--- src/rtl/alu_pkg.sv ---
// alu_pkg: shared state, command type and widths for the ALU command issuer
package alu_pkg;
  localparam int DW = 32;
  localparam int OPW = 3;
  typedef enum logic [1:0] {IDLE, ISSUE, WAIT, HOLD} issuer_state_e;
  typedef struct packed {
    logic [DW-1:0]  a;
    logic [DW-1:0]  b;
    logic [OPW-1:0] op_code;
  } alu_cmd_t;
endpackage

--- src/rtl/alu_cmd_fifo.sv ---
// alu_cmd_fifo: synchronous command FIFO; push refused when full, pop ignored when empty
module alu_cmd_fifo
  import alu_pkg::*;
#(
  parameter int DEPTH = 4
) (
  input  logic                   clk,
  input  logic                   rst,
  input  logic                   i_push,
  input  logic                   i_pop,
  input  alu_cmd_t               i_din,
  output alu_cmd_t               o_dout,
  output logic [$clog2(DEPTH):0] o_count,
  output logic                   o_full,
  output logic                   o_empty
);
  localparam int AW = $clog2(DEPTH);
  alu_cmd_t r_mem [DEPTH];
  logic [AW-1:0] r_wp, r_rp;
  logic [AW:0] r_count;
  logic w_push, w_pop;
  assign o_full = r_count == (AW+1)'(DEPTH);
  assign o_empty = r_count == '0;
  assign o_count = r_count;
  assign o_dout = r_mem[r_rp];
  assign w_push = i_push && !o_full;
  assign w_pop = i_pop && !o_empty;
  always_ff @(posedge clk)
    if (w_push) r_mem[r_wp] <= i_din;
  always_ff @(posedge clk) begin
    if (rst) begin
      r_wp <= '0;
      r_rp <= '0;
      r_count <= '0;
    end else begin
      r_wp <= w_push ? r_wp + AW'(1) : r_wp;
      r_rp <= w_pop ? r_rp + AW'(1) : r_rp;
      r_count <= r_count + (AW+1)'(w_push) - (AW+1)'(w_pop);
    end
  end
endmodule

--- src/rtl/alu_cmd_issuer.sv ---
// alu_cmd_issuer: buffers ALU commands, issues them one at a time, captures results
// behind a valid/ready handshake and flags ALU timeouts with a sticky error.
module alu_cmd_issuer
  import alu_pkg::*;
#(
  parameter int DEPTH = 4,
  parameter int TIMEOUT = 16
) (
  input  logic                   clk,
  input  logic                   rst,
  input  logic                   cmd_valid,
  output logic                   cmd_ready,
  input  logic [DW-1:0]          cmd_a,
  input  logic [DW-1:0]          cmd_b,
  input  logic [OPW-1:0]         cmd_op,
  output logic [DW-1:0]          alu_a,
  output logic [DW-1:0]          alu_b,
  output logic [OPW-1:0]         alu_op_code,
  output logic                   alu_start,
  input  logic                   alu_ready,
  input  logic [DW-1:0]          alu_out,
  input  logic                   alu_carry,
  output logic                   rslt_valid,
  input  logic                   rslt_ready,
  output logic [DW-1:0]          rslt_out,
  output logic                   rslt_carry,
  output logic                   timeout_err,
  output logic [$clog2(DEPTH):0] fifo_count
);
  localparam int CW = $clog2(TIMEOUT + 1);
  issuer_state_e r_state, w_next;
  alu_cmd_t r_cmd, w_head, w_din;
  logic [CW-1:0] r_cnt;
  logic [DW-1:0] r_rslt_out;
  logic r_rslt_valid, r_rslt_carry, r_timeout;
  logic w_full, w_empty, w_pop, w_capture, w_timeout, w_consume;
  assign w_din = {cmd_a, cmd_b, cmd_op};
  alu_cmd_fifo #(.DEPTH(DEPTH)) u_fifo (
    .clk(clk), .rst(rst), .i_push(cmd_valid), .i_pop(w_pop), .i_din(w_din),
    .o_dout(w_head), .o_count(fifo_count), .o_full(w_full), .o_empty(w_empty)
  );
  assign cmd_ready = !w_full;
  assign alu_a = r_cmd.a;
  assign alu_b = r_cmd.b;
  assign alu_op_code = r_cmd.op_code;
  assign alu_start = r_state == ISSUE;
  assign rslt_valid = r_rslt_valid;
  assign rslt_out = r_rslt_out;
  assign rslt_carry = r_rslt_carry;
  assign timeout_err = r_timeout;
  always_ff @(posedge clk)
    r_state <= rst ? IDLE : w_next;
  // alu_ready is only honoured in WAIT, so strays in other states are dropped
  always_comb begin
    w_next = r_state;
    w_pop = 1'b0;
    w_capture = 1'b0;
    w_timeout = 1'b0;
    w_consume = 1'b0;
    case (r_state)
      IDLE: if (!w_empty && !r_rslt_valid) begin
        w_pop = 1'b1;
        w_next = ISSUE;
      end
      ISSUE: w_next = WAIT;
      WAIT: if (alu_ready) begin
        w_capture = 1'b1;
        w_next = HOLD;
      end else if (r_cnt == CW'(TIMEOUT - 1)) begin
        w_timeout = 1'b1;
        w_next = IDLE;
      end
      HOLD: if (r_rslt_valid && rslt_ready) begin
        w_consume = 1'b1;
        w_next = IDLE;
      end
    endcase
  end
  always_ff @(posedge clk) begin
    if (rst) begin
      r_cmd <= '0;
      r_cnt <= '0;
      r_rslt_valid <= 1'b0;
      r_rslt_out <= '0;
      r_rslt_carry <= 1'b0;
      r_timeout <= 1'b0;
    end else begin
      r_cmd <= w_pop ? w_head : r_cmd;
      r_cnt <= r_state == ISSUE ? '0 : (r_state == WAIT && !alu_ready) ? r_cnt + CW'(1) : r_cnt;
      r_rslt_valid <= w_capture ? 1'b1 : w_consume ? 1'b0 : r_rslt_valid;
      r_rslt_out <= w_capture ? alu_out : r_rslt_out;
      r_rslt_carry <= w_capture ? alu_carry : r_rslt_carry;
      r_timeout <= r_timeout | w_timeout;
    end
  end
endmodule

--- config.mk ---
export PLATFORM = sky130hd
export DESIGN_NAME = alu_cmd_issuer
export DESIGN_NICKNAME = d
export VERILOG_FILES = /design/src/rtl/alu_pkg.sv /design/src/rtl/alu_cmd_fifo.sv /design/src/rtl/alu_cmd_issuer.sv
export SDC_FILE = /design/constraint.sdc
export NUM_CORES = 1
export LEC_CHECK = 0
export ABC_AREA = 1
export CORE_ASPECT_RATIO = 0.7
export CORE_MARGIN = 3
export CORE_UTILIZATION = 49
export DETAILED_ROUTE_END_ITERATION = 10
export PLACE_DENSITY_LB_ADDON = 0.3
export RECOVER_POWER = 100
export SETUP_SLACK_MARGIN = 0.3
export SYNTH_ARGS = -nofsm -noshare
export SYNTH_HDL_FRONTEND = slang
export SYNTH_SLANG_ARGS = --single-unit
--- constraint.sdc ---
create_clock -name clk -period 3.76 [get_ports clk]
set_input_delay 0.376 -clock clk [delete_from_list [all_inputs] [get_ports clk]]
set_output_delay 0.376 -clock clk [all_outputs]
set_load 0.05 [all_outputs]
# Word level (Yosys, flattened, before mapping)
# Memories as Yosys holds them, arrays and structs flattened. A register that Yosys moved wholly into a read port is not among the register bits.
# Cells that the tools add are included.
[word_totals]
ff_bits = 49
mem_bits_rw = 268
inputBits = 105
output_inout_bits = 107
wordCells = 56
mem_count = 1
[memory_table]
columns = ["memory", "words", "width", "rd", "rd_clocked_by_memory_dff", "write_ports", "line_no", "rtl"]
rows = [
  ["u_fifo.r_mem", 4, 67, 1, 1, 1, "alu_cmd_fifo.sv:18", "alu_cmd_t r_mem [DEPTH];"],
]
[classes]
addsub = 5
eq_ne = 8
n_mux = 18
bitwise_logic = 1
n_reduce_logical = 14
[op_table]
columns = ["operator", "count"]
rows = [
  ["$mux 1", 13],
  ["$mux 2", 4],
  ["$pmux 2 s4", 1],
  ["$add 5x1->5 const B", 1],
  ["$eq 5x4->1 const B", 1],
  ["$logic_and 1x1->1", 5],
  ["$add 2x1->2 const B", 2],
  ["$eq 2x2->1 const B", 2],
  ["$logic_not 1->1", 4],
  ["$ne 2x2->1 const B", 2],
  ["$add 3x1->3", 1],
  ["$eq 3x3->1 const B", 1],
  ["$logic_not 3->1", 1],
  ["$ne 3x3->1 const B", 1],
  ["$reduce_and 3->1", 1],
  ["$sub 3x1->3", 1],
  ["$eq 2x1->1 const B", 1],
  ["$logic_not 2->1", 1],
  ["$reduce_bool 2->1", 1],
  ["$reduce_or 2->1", 1],
  ["$or 1x1->1", 1],
]

# Longest topological paths before layout
# Gate-level depths: netlist of the first run.
[depth]
depth_word = 7
depth_mapped = 12
ltp_nobuf = 10

# Cells and area by module
# A second synthesis of the first run with hierarchy kept.
[unflattened]
cells_unflattened = 1221
area_unflattened_um2 = 14437.6
[modules_own_cells]
columns = ["mod", "instances", "cells_each", "area_each_um2", "seq_area_each_um2"]
rows = [
  ["alu_cmd_fifo", 1, 716, 10422.5, 8227.9],
  ["alu_cmd_issuer", 1, 505, 4015.1, 2182.1],
]

# Least setup slack after synthesis of the first run
# OpenSTA, ideal clock, no wires.
[synth_path]
path_kind = "register to register"
from = "register u_fifo.r_count[1] (netlist: u_fifo.o_count[1])"
to = "memory u_fifo.r_mem[0][0] (netlist bit) (enable)"
setup_time_ps = 493
arrival_ps = 4291
required_ps = 3267
slack_ps = -1023
path_stages_with_launch = 5
path_buffers = 0
synth_period_minus_slack_ps = 4783
path_cell_list = "dfxtp_1 -> nor2_1 -> nand2_1 -> nand2_1 -> nor2_1"
[synth_between]
elab_chain_cells = 5
[synth_lines]
columns = ["item", "line_no", "rtl"]
rows = [
  ["start: declaration", "alu_cmd_fifo.sv:20", "logic [AW:0] r_count;"],
  ["start signal: assignment", "alu_cmd_fifo.sv:38", "r_count <= r_count + (AW+1)'(w_push) - (AW+1)'(w_pop);"],
  ["$eq 3x3->1", "alu_cmd_fifo.sv:22", "assign o_full = r_count == (AW+1)'(DEPTH);"],
  ["$logic_not 1->1", "--", ""],
  ["via cmd_ready", "alu_cmd_issuer.sv:12", "output logic cmd_ready,"],
  ["$logic_and 1x1->1", "alu_cmd_fifo.sv:26", "assign w_push = i_push && !o_full;"],
  ["$mux 1", "alu_cmd_fifo.sv:29", "if (w_push) r_mem[r_wp] <= i_din;"],
  ["$mux 1 (not written as such)", "alu_cmd_fifo.sv:29", ""],
  ["end: declaration", "alu_cmd_fifo.sv:18", ""],
]
# The timed path passes the listed nets, and every way through them passes these cells.

# Worst setup path after layout of the first run
[layout_path]
from = "register u_fifo.r_count[1] (netlist: u_fifo.o_count[1])"
to = "memory u_fifo.r_mem[3][44] (netlist bit) (enable)"
[layout_between]
elab_chain_cells = 5
[layout_lines]
columns = ["item", "line_no"]
rows = [
  ["$eq 3x3->1", "alu_cmd_fifo.sv:22"],
  ["$logic_not 1->1", "alu_cmd_fifo.sv:26"],
  ["$logic_and 1x1->1", "alu_cmd_fifo.sv:26"],
  ["$mux 1", "alu_cmd_fifo.sv:29"],
  ["$mux 1 (not written as such)", "alu_cmd_fifo.sv:29"],
]
# No other way between the ends.

==> qor.tcl, run 1 <==
set qor(p_comb_share_pct) 37.2
set qor(synth.ff_latch_count) 384
set qor(drive_gt1_share_pct) 4.19
set qor(clock_latency_ps) 520
set qor(power_report.internal_total_w) 0.00902
set qor(htreeDepth) 2
set qor(detail_route.wl_per_cell_um) 16.1
set qor(synth_warnings) 0
set qor(coreArea_sq_mm) 0.0301
set qor(antenna_found_initial) 4
set qor(fmaxAchievable_mhz) 343
set qor(dieArea_sq_mm) 0.0329
set qor(setup.worst_path.end_class) {flop}
set qor(holdCritPathClass) {input port to flop}
set qor(min_delay_path_depth) 3
set qor(antenna_left) 0
set qor(gr-usage-all-layers_pct) 20.4
set qor(gpl.final_weighted_congestion) 0.751
set qor(post-dp-hpwl_um) 19300
set qor(power.share.switching_pct) 39.2
set qor(syn-instance-count) 1482
set qor(slew_headroom_pct) -43.2
set qor(finalClockSkew_ps) 25.2
set qor(worst_setup_path_category) {flop to flop}
set qor(chipWidth_um) 215
set qor(critical_path_peak_fanout) 31
set qor(place.detailed.instances) 2039
set qor(synth_seq_area_share_pct) 68.9
set qor(totalNegativeSetupSlack_ps) 0
set qor(grt_setup_unrepaired) {false}
set qor(crit_top_cell) {sky130_fd_sc_hd__nand2_1}
set qor(root_buffer) {sky130_fd_sc_hd__clkbuf_16}
set qor(cts_resized) 0
set qor(routed_wl_um) 33900
set qor(timing.max_cap.violations) 1
set qor(firstDrtPassIters) 5
set qor(synthToLayoutAreaGrowth_pct) 23.4
set qor(first_iter_violations) 763
set qor(number_of_enable_type_register_cells_in_the_synthesized_netlist) 268
set qor(place_ws_ps) 1280
set qor(critical_path.max_stage_delay_ps) 1540
set qor(min_tclk_post_route_ps) 2920
set qor(layout_common_cells) {460 x sky130_fd_sc_hd__nand2_1, 268 x sky130_fd_sc_hd__edfxtp_1, 219 x sky130_fd_sc_hd__nor2_1}
set qor(post-route-period-util_pct) 77.6
set qor(io-pin-count) 212
set qor(first_global_vias) 9992
set qor(final_nets) 1781
set qor(startpoint_type) {flop}
set qor(p_switching_w) 0.00581
set qor(chipHeight_um) 153
set qor(via_count) 10505
set qor(worst-r2r-cell-count) 5
set qor(grt_first_pass_wirelength_um) 54000
set qor(hold-worst-slack_ps) 447
set qor(failed_checks) {max-capacitance violations, max-slew violations}
set qor(clock-sinks) 384
set qor(synth_area_sq_mm) 0.0150
set qor(holdBufCountCts) 0
set qor(timing.critical_path.cells) {nor2_1 -> nand2_1 -> nand2_1 -> nor2_4 -> clkbuf_1}
set qor(proportion_of_power_drawn_by_the_clock_network_pct) 24.4
set qor(placementRows) 53
set qor(run_status) {complete, but fails checks}
set qor(synth_cell_types) 27
set qor(power_per_cell_area_mw_per_mm2) 798
set qor(yosys_most_used_dff) {sky130_fd_sc_hd__edfxtp_1}
set qor(buffer_ports.inserted) 211
set qor(cts_post_setup_buffers_inserted) 0
set qor(numCtsBuffers) 38
set qor(final_max_slew_viol_count) 32
set qor(synthArstFlopShare_pct) 0
set qor(worst_path_cell_with_the_longest_stage_delay) {sky130_fd_sc_hd__clkbuf_1}
set qor(timing.critical_path.arrival_ps) 3000
set qor(gr-total-overflow) 0
set qor(report.final.hold_viol_count) 0
set qor(synthesis.nets) 1596
set qor(cts_tree) {yes}
set qor(largest_vdd_supply_drop_mv) 0.437
set qor(clock_tree.buffer_depth) 3
set qor(sequentialPowerShare_pct) 38.4
set qor(synthesis.area_per_instance_sq_um) 10.2
set qor(grt_max_degree) 97
set qor(detail_route.drc_violations) 0
set qor(cts.clk_slew.worst_paths_ps) 60
set qor(finalNonFillerCells) 2109
set qor(per_cell_via_count_in_the_routed_design) 4.98
set qor(tightest_slew_ps) 2150
set qor(initial_core_utilization_pct) 50.0
set qor(final_common_cell) {sky130_fd_sc_hd__nand2_1}
set qor(cp_data_required_time_ps) 3840
set qor(fin_ws_ps) 842
set qor(finalSetupViolCount) 0
set qor(power_leakage_nw) 7.45
set qor(reg_to_reg_setup_timing_slack_ps) 840
critical path: cells and delay by family, from the launching register on:
family / cells / cell delay (ps)
DFF: 1 / 390
buffers and inverters: 1 / 1540
and+or+nand+nor: 4 / 550
synthesized netlist by cell type, types with 14 or more instances:
cell / number / share of area [%]
sky130_fd_sc_hd__buf_2: 29 / 0.96
sky130_fd_sc_hd__edfxtp_1: 268 / 53
sky130_fd_sc_hd__dfxtp_1: 116 / 15
sky130_fd_sc_hd__o21ai_0: 76 / 2.5
sky130_fd_sc_hd__clkbuf_1: 27 / 0.67
sky130_fd_sc_hd__a21oi_1: 45 / 1.5
sky130_fd_sc_hd__nor2_1: 219 / 5.5
sky130_fd_sc_hd__inv_1: 93 / 2.3
sky130_fd_sc_hd__buf_4: 14 / 0.70
sky130_fd_sc_hd__o21ai_1: 65 / 2.2
sky130_fd_sc_hd__nand3_1: 37 / 1.2
sky130_fd_sc_hd__nand2_1: 459 / 11
metal layers:
layer  global-route usage, %  vias up  share of wire (%)
met5                       0        -              0.068
met4                    5.69        4                1.9
met3                    4.05       55                5.6
met2                    33.8      268                 47
met1                    27.8     4976                 45
li1                        -     5202                  -
layout make-up:
type / count / area, sq um
fillers: 2513 / 11500
flip-flops and latches: 384 / 10400
multi-input cells: 920 / 3860
repair buffers: 226 / 2260
clock buffers: 61 / 1130
well taps: 412 / 515
inverters: 97 / 367
clock inverters: 7 / 57.6
diodes: 2 / 5.00
sequential cells by signal (all words and copies together) (netlist names), 3 cells and up:
register	cells
u_fifo.r_mem	268
alu_a	32
alu_b	32
rslt_out	32
r_cnt	5
alu_op_code	3
u_fifo.o_count	3
final timing paths:
| kind | from | endpoint |
|---|---|---|
| worst max-delay path | u_fifo.o_count[1] | u_fifo.r_mem[3][44] |
| worst min-delay path | alu_out[15] | rslt_out[15] |
| worst max register to register | u_fifo.o_count[1] | u_fifo.r_mem[3][44] |
| worst min register to register | rslt_out[30] | rslt_out[30] |
metrics by stage:
step	power [W]	area [sq um]	utilization, %
final	0.0148	18600	61.7
after global routing	0.0157	18600	61.7
after CTS	0.0152	18600	61.8
after detailed placement	0.0115	17400	57.9
after global placement	0.0114	17400	57.9
after floorplan	0.00989	15100	-
cells by family after synthesis:
group,after synthesis,synth area share (%)
flip-flops,384,68.9
AO/OA/AOI/OAI,188,6.29
AND/OR/NAND/NOR,722,18.5
buffers and inverters,178,5.44
XOR/XNOR,1,0.0582
adder cells (fa/ha/maj),9,0.798
power groups by stage:
stage / combinational [W] / sequential, W / clock, W
global placement: 0.00564 / 0.00578 / 0
floorplan: 0.00274 / 0.00715 / 0
detailed placement: 0.00573 / 0.00580 / 0
CTS: 0.00577 / 0.00572 / 0.00370
finish: 0.00552 / 0.00569 / 0.00362
global route: 0.00610 / 0.00577 / 0.00387
Power figures use the tool's default switching activity.
==> run 2: changes to the inputs <==
--- a/config.mk
+++ b/config.mk
@@ -8,7 +8,7 @@
 export ABC_AREA = 1
 export CORE_ASPECT_RATIO = 0.7
 export CORE_MARGIN = 3
-export CORE_UTILIZATION = 49
+export CORE_UTILIZATION = 54
 export DETAILED_ROUTE_END_ITERATION = 10
 export PLACE_DENSITY_LB_ADDON = 0.3
 export RECOVER_POWER = 100
==> constraint.sdc (replaced) <==
create_clock -name clk -period 2.95 [get_ports clk]
set_input_delay 0.295 -clock clk [delete_from_list [all_inputs] [get_ports clk]]
set_output_delay 0.295 -clock clk [all_outputs]
set_load 0.05 [all_outputs]
==> run 2 against run 1 <==
Net effect:
- the run now ends clean
- global-route usage increased by 2.2 points
- highest routed layer unchanged
- sequential cell count unchanged
- via count increased by 0.74%
- largest power group unchanged
- cell area about the same
- total power increased by 28%
- clock skew decreased by 6.9 ps
- first-iteration DRC count increased by 6.8%
- clock power increased by 28%
- combinational power increased by 30%
- largest cell class unchanged
- register-to-register slack got worse by 320 ps
- sequential power increased by 26%
- hold slack got worse by 86 ps
==> qor.tcl, run 2 (synthesis results as in run 1) <==
set qor(run_status) {complete, no violations} ;# was complete, but fails checks
set qor(synthToLayoutAreaGrowth_pct) 23.4 ;# about the same
set qor(holdBufCountCts) 0 ;# unchanged
set qor(first_global_vias) 10399 ;# was 9,992
set qor(layout_common_cells) {459 x sky130_fd_sc_hd__nand2_1, 268 x sky130_fd_sc_hd__edfxtp_1, 217 x sky130_fd_sc_hd__nor2_1} ;# was 460 x sky130_fd_sc_hd__nand2_1, 268 x sky130_fd_sc_hd__edfxtp_1, 219 x sky130_fd_sc_hd__nor2_1
set qor(place.detailed.instances) 1994 ;# was 2,039
set qor(clock_tree.buffer_depth) 3 ;# unchanged
set qor(min_delay_path_depth) 3 ;# unchanged
set qor(buffer_ports.inserted) 211 ;# unchanged
set qor(hold_path.startpoint) {alu_out[26]} ;# was alu_out[15]
set qor(gr-usage-all-layers_pct) 22.6 ;# was 20.4%
set qor(cts.clk_slew.worst_paths_ps) 70 ;# was 60 ps
set qor(first_iter_violations) 815 ;# was 763
set qor(firstDrtPassIters) 5 ;# unchanged
set qor(per_cell_via_count_in_the_routed_design) 5.12 ;# was 4.98
set qor(clock_latency_ps) 520 ;# about the same
set qor(timing.critical_path.arrival_ps) 2560 ;# was 3000 ps
set qor(power_leakage_nw) 7.47 ;# was 7.45 nW
set qor(antenna_left) 0 ;# unchanged
set qor(final_max_slew_viol_count) 0 ;# was 32
set qor(grt_setup_unrepaired) {false} ;# unchanged
set qor(hold_end) {rslt_out[26]} ;# was rslt_out[15]
set qor(fin_ws_ps) 527 ;# was 842 ps
set qor(cp_data_required_time_ps) 3090 ;# was 3840 ps
set qor(drive_gt1_share_pct) 4.53 ;# was 4.19%
set qor(chipWidth_um) 206 ;# was 215 um
set qor(initial_core_utilization_pct) 55.5 ;# was 50.0%
set qor(post-route-period-util_pct) 82.2 ;# was 77.6%
set qor(routed_wl_um) 33900 ;# about the same
set qor(finalClockSkew_ps) 18.3 ;# was 25.2 ps
set qor(startpoint_type) {flop} ;# unchanged
set qor(place_ws_ps) 846 ;# was 1280 ps
set qor(tightest_slew_ps) 1400 ;# was 2150 ps
set qor(fmaxAchievable_mhz) 413 ;# was 343 MHz
set qor(finalNonFillerCells) 2067 ;# was 2,109
set qor(cts_tree) {yes} ;# unchanged
set qor(dieArea_sq_mm) 0.0299 ;# was 0.0329 sq mm
set qor(antenna_found_initial) 4 ;# unchanged
set qor(io-pin-count) 212 ;# unchanged
set qor(final_common_cell) {sky130_fd_sc_hd__nand2_1} ;# unchanged
set qor(numCtsBuffers) 37 ;# was 38
set qor(critical_path_peak_fanout) 44 ;# was 31
set qor(cts_post_setup_buffers_inserted) 0 ;# unchanged
set qor(design_power_total_w) 0.0190 ;# was 0.0148 W
set qor(chipHeight_um) 146 ;# was 153 um
set qor(via_count) 10583 ;# was 10,505
set qor(layout_utilization_pct) 68.5 ;# was 61.7%
set qor(holdCritPathClass) {input port to flop} ;# unchanged
set qor(htreeDepth) 2 ;# unchanged
set qor(root_buffer) {sky130_fd_sc_hd__clkbuf_16} ;# unchanged
set qor(post-dp-hpwl_um) 19300 ;# about the same
set qor(gr-total-overflow) 0 ;# unchanged
set qor(timing.max_cap.violations) 0 ;# was 1
set qor(grt_first_pass_wirelength_um) 54500 ;# was 54,000 um
set qor(slew_headroom_pct) 6.40 ;# was -43.2%
set qor(reg_to_reg_setup_timing_slack_ps) 530 ;# was 840 ps
set qor(largest_vdd_supply_drop_mv) 0.872 ;# was 0.437 mV
set qor(coreArea_sq_mm) 0.0271 ;# was 0.0301 sq mm
set qor(grt_max_degree) 138 ;# was 97
set qor(final_nets) 1783 ;# was 1,781
set qor(setup.worst_path.end_class) {flop} ;# unchanged
set qor(largest-register) {u_fifo.r_mem} ;# unchanged
set qor(finalSetupViolCount) 0 ;# unchanged
set qor(power_per_cell_area_mw_per_mm2) 1020 ;# was 798 mW/mm^2
set qor(placementRows) 50 ;# was 53
set qor(detail_route.wl_per_cell_um) 16.4 ;# was 16.1 um
set qor(min_tclk_post_route_ps) 2420 ;# was 2920 ps
set qor(report.final.hold_viol_count) 0 ;# unchanged
set qor(detail_route.drc_violations) 0 ;# unchanged
set qor(crit_path_start) {u_fifo.o_count[1]} ;# unchanged
set qor(gpl.final_weighted_congestion) 0.803 ;# was 0.751
set qor(worst_setup_path_category) {flop to flop} ;# unchanged
set qor(worstReg2RegStart) {u_fifo.o_count[1]} ;# unchanged
set qor(cts_resized) 0 ;# unchanged
set qor(totalNegativeSetupSlack_ps) 0 ;# unchanged
set qor(worst-r2r-cell-count) 5 ;# unchanged
set qor(crit-reg2reg-capture) {u_fifo.r_mem[2][42]} ;# was u_fifo.r_mem[3][44]
set qor(largest_register_ff_count) 268 ;# unchanged
set qor(clock-sinks) 384 ;# unchanged
run 2: layout make-up:
cell class	instances	area (sq um)
sequential	384	10400
clock inverter	10	103
clock buffer	58	1080
timing repair buffer	229	2300
inverter	97	367
fill	1965	8520
antenna	5	12.5
tap	364	455
multi-input combinational	920	3870
run 2: worst max-delay path, stage by stage, from the launching register on:
cell	delay (ps)
sky130_fd_sc_hd__dfxtp_1	400
sky130_fd_sc_hd__nor2_1	90
sky130_fd_sc_hd__nand2_2	60
sky130_fd_sc_hd__nand2_1	300
sky130_fd_sc_hd__nor2_4	460
sky130_fd_sc_hd__clkbuf_4	700
run 2: how the worst max path moves through the flow:
stage / to / slack, ps / depth (start not counted)
final: u_fifo.r_mem[2][42] / 530 / 5
after global placement: u_fifo.r_mem[2][31] / 880 / 4
after floorplan: u_fifo.r_mem[0][0] / 380 / 4
after detailed placement: u_fifo.r_mem[2][66] / 850 / 4
after global routing: r_state[0] / 330 / 7
after CTS: alu_start / 540 / 3
run 2: per-layer routing:
metal / part of all wire, % / wire length, um / track usage (%) / vias to the layer above
li1: - / - / - / 5216
met1: 44 / 14900 / 31.6 / 4987
met2: 47 / 16000 / 36.5 / 313
met3: 6.4 / 2180 / 4.49 / 65
met4: 2.3 / 770 / 6.42 / 2
met5: 0.027 / 9 / 0 / -
run 2: per-stage QoR:
stage,hold slack (ps),instance area (sq um)
after detailed placement,454,17500
after global routing,353,18600
final,361,18600
after CTS,343,18600
after global placement,448,17500
after floorplan,394,15100
run 2: power by group:
group | total, W | switching [W] | internal [W]
Combinational | 0.00717 | 0.00512 | 0.00205
Clock | 0.00463 | 0.00193 | 0.00270
Sequential | 0.00719 | 0.000406 | 0.00678
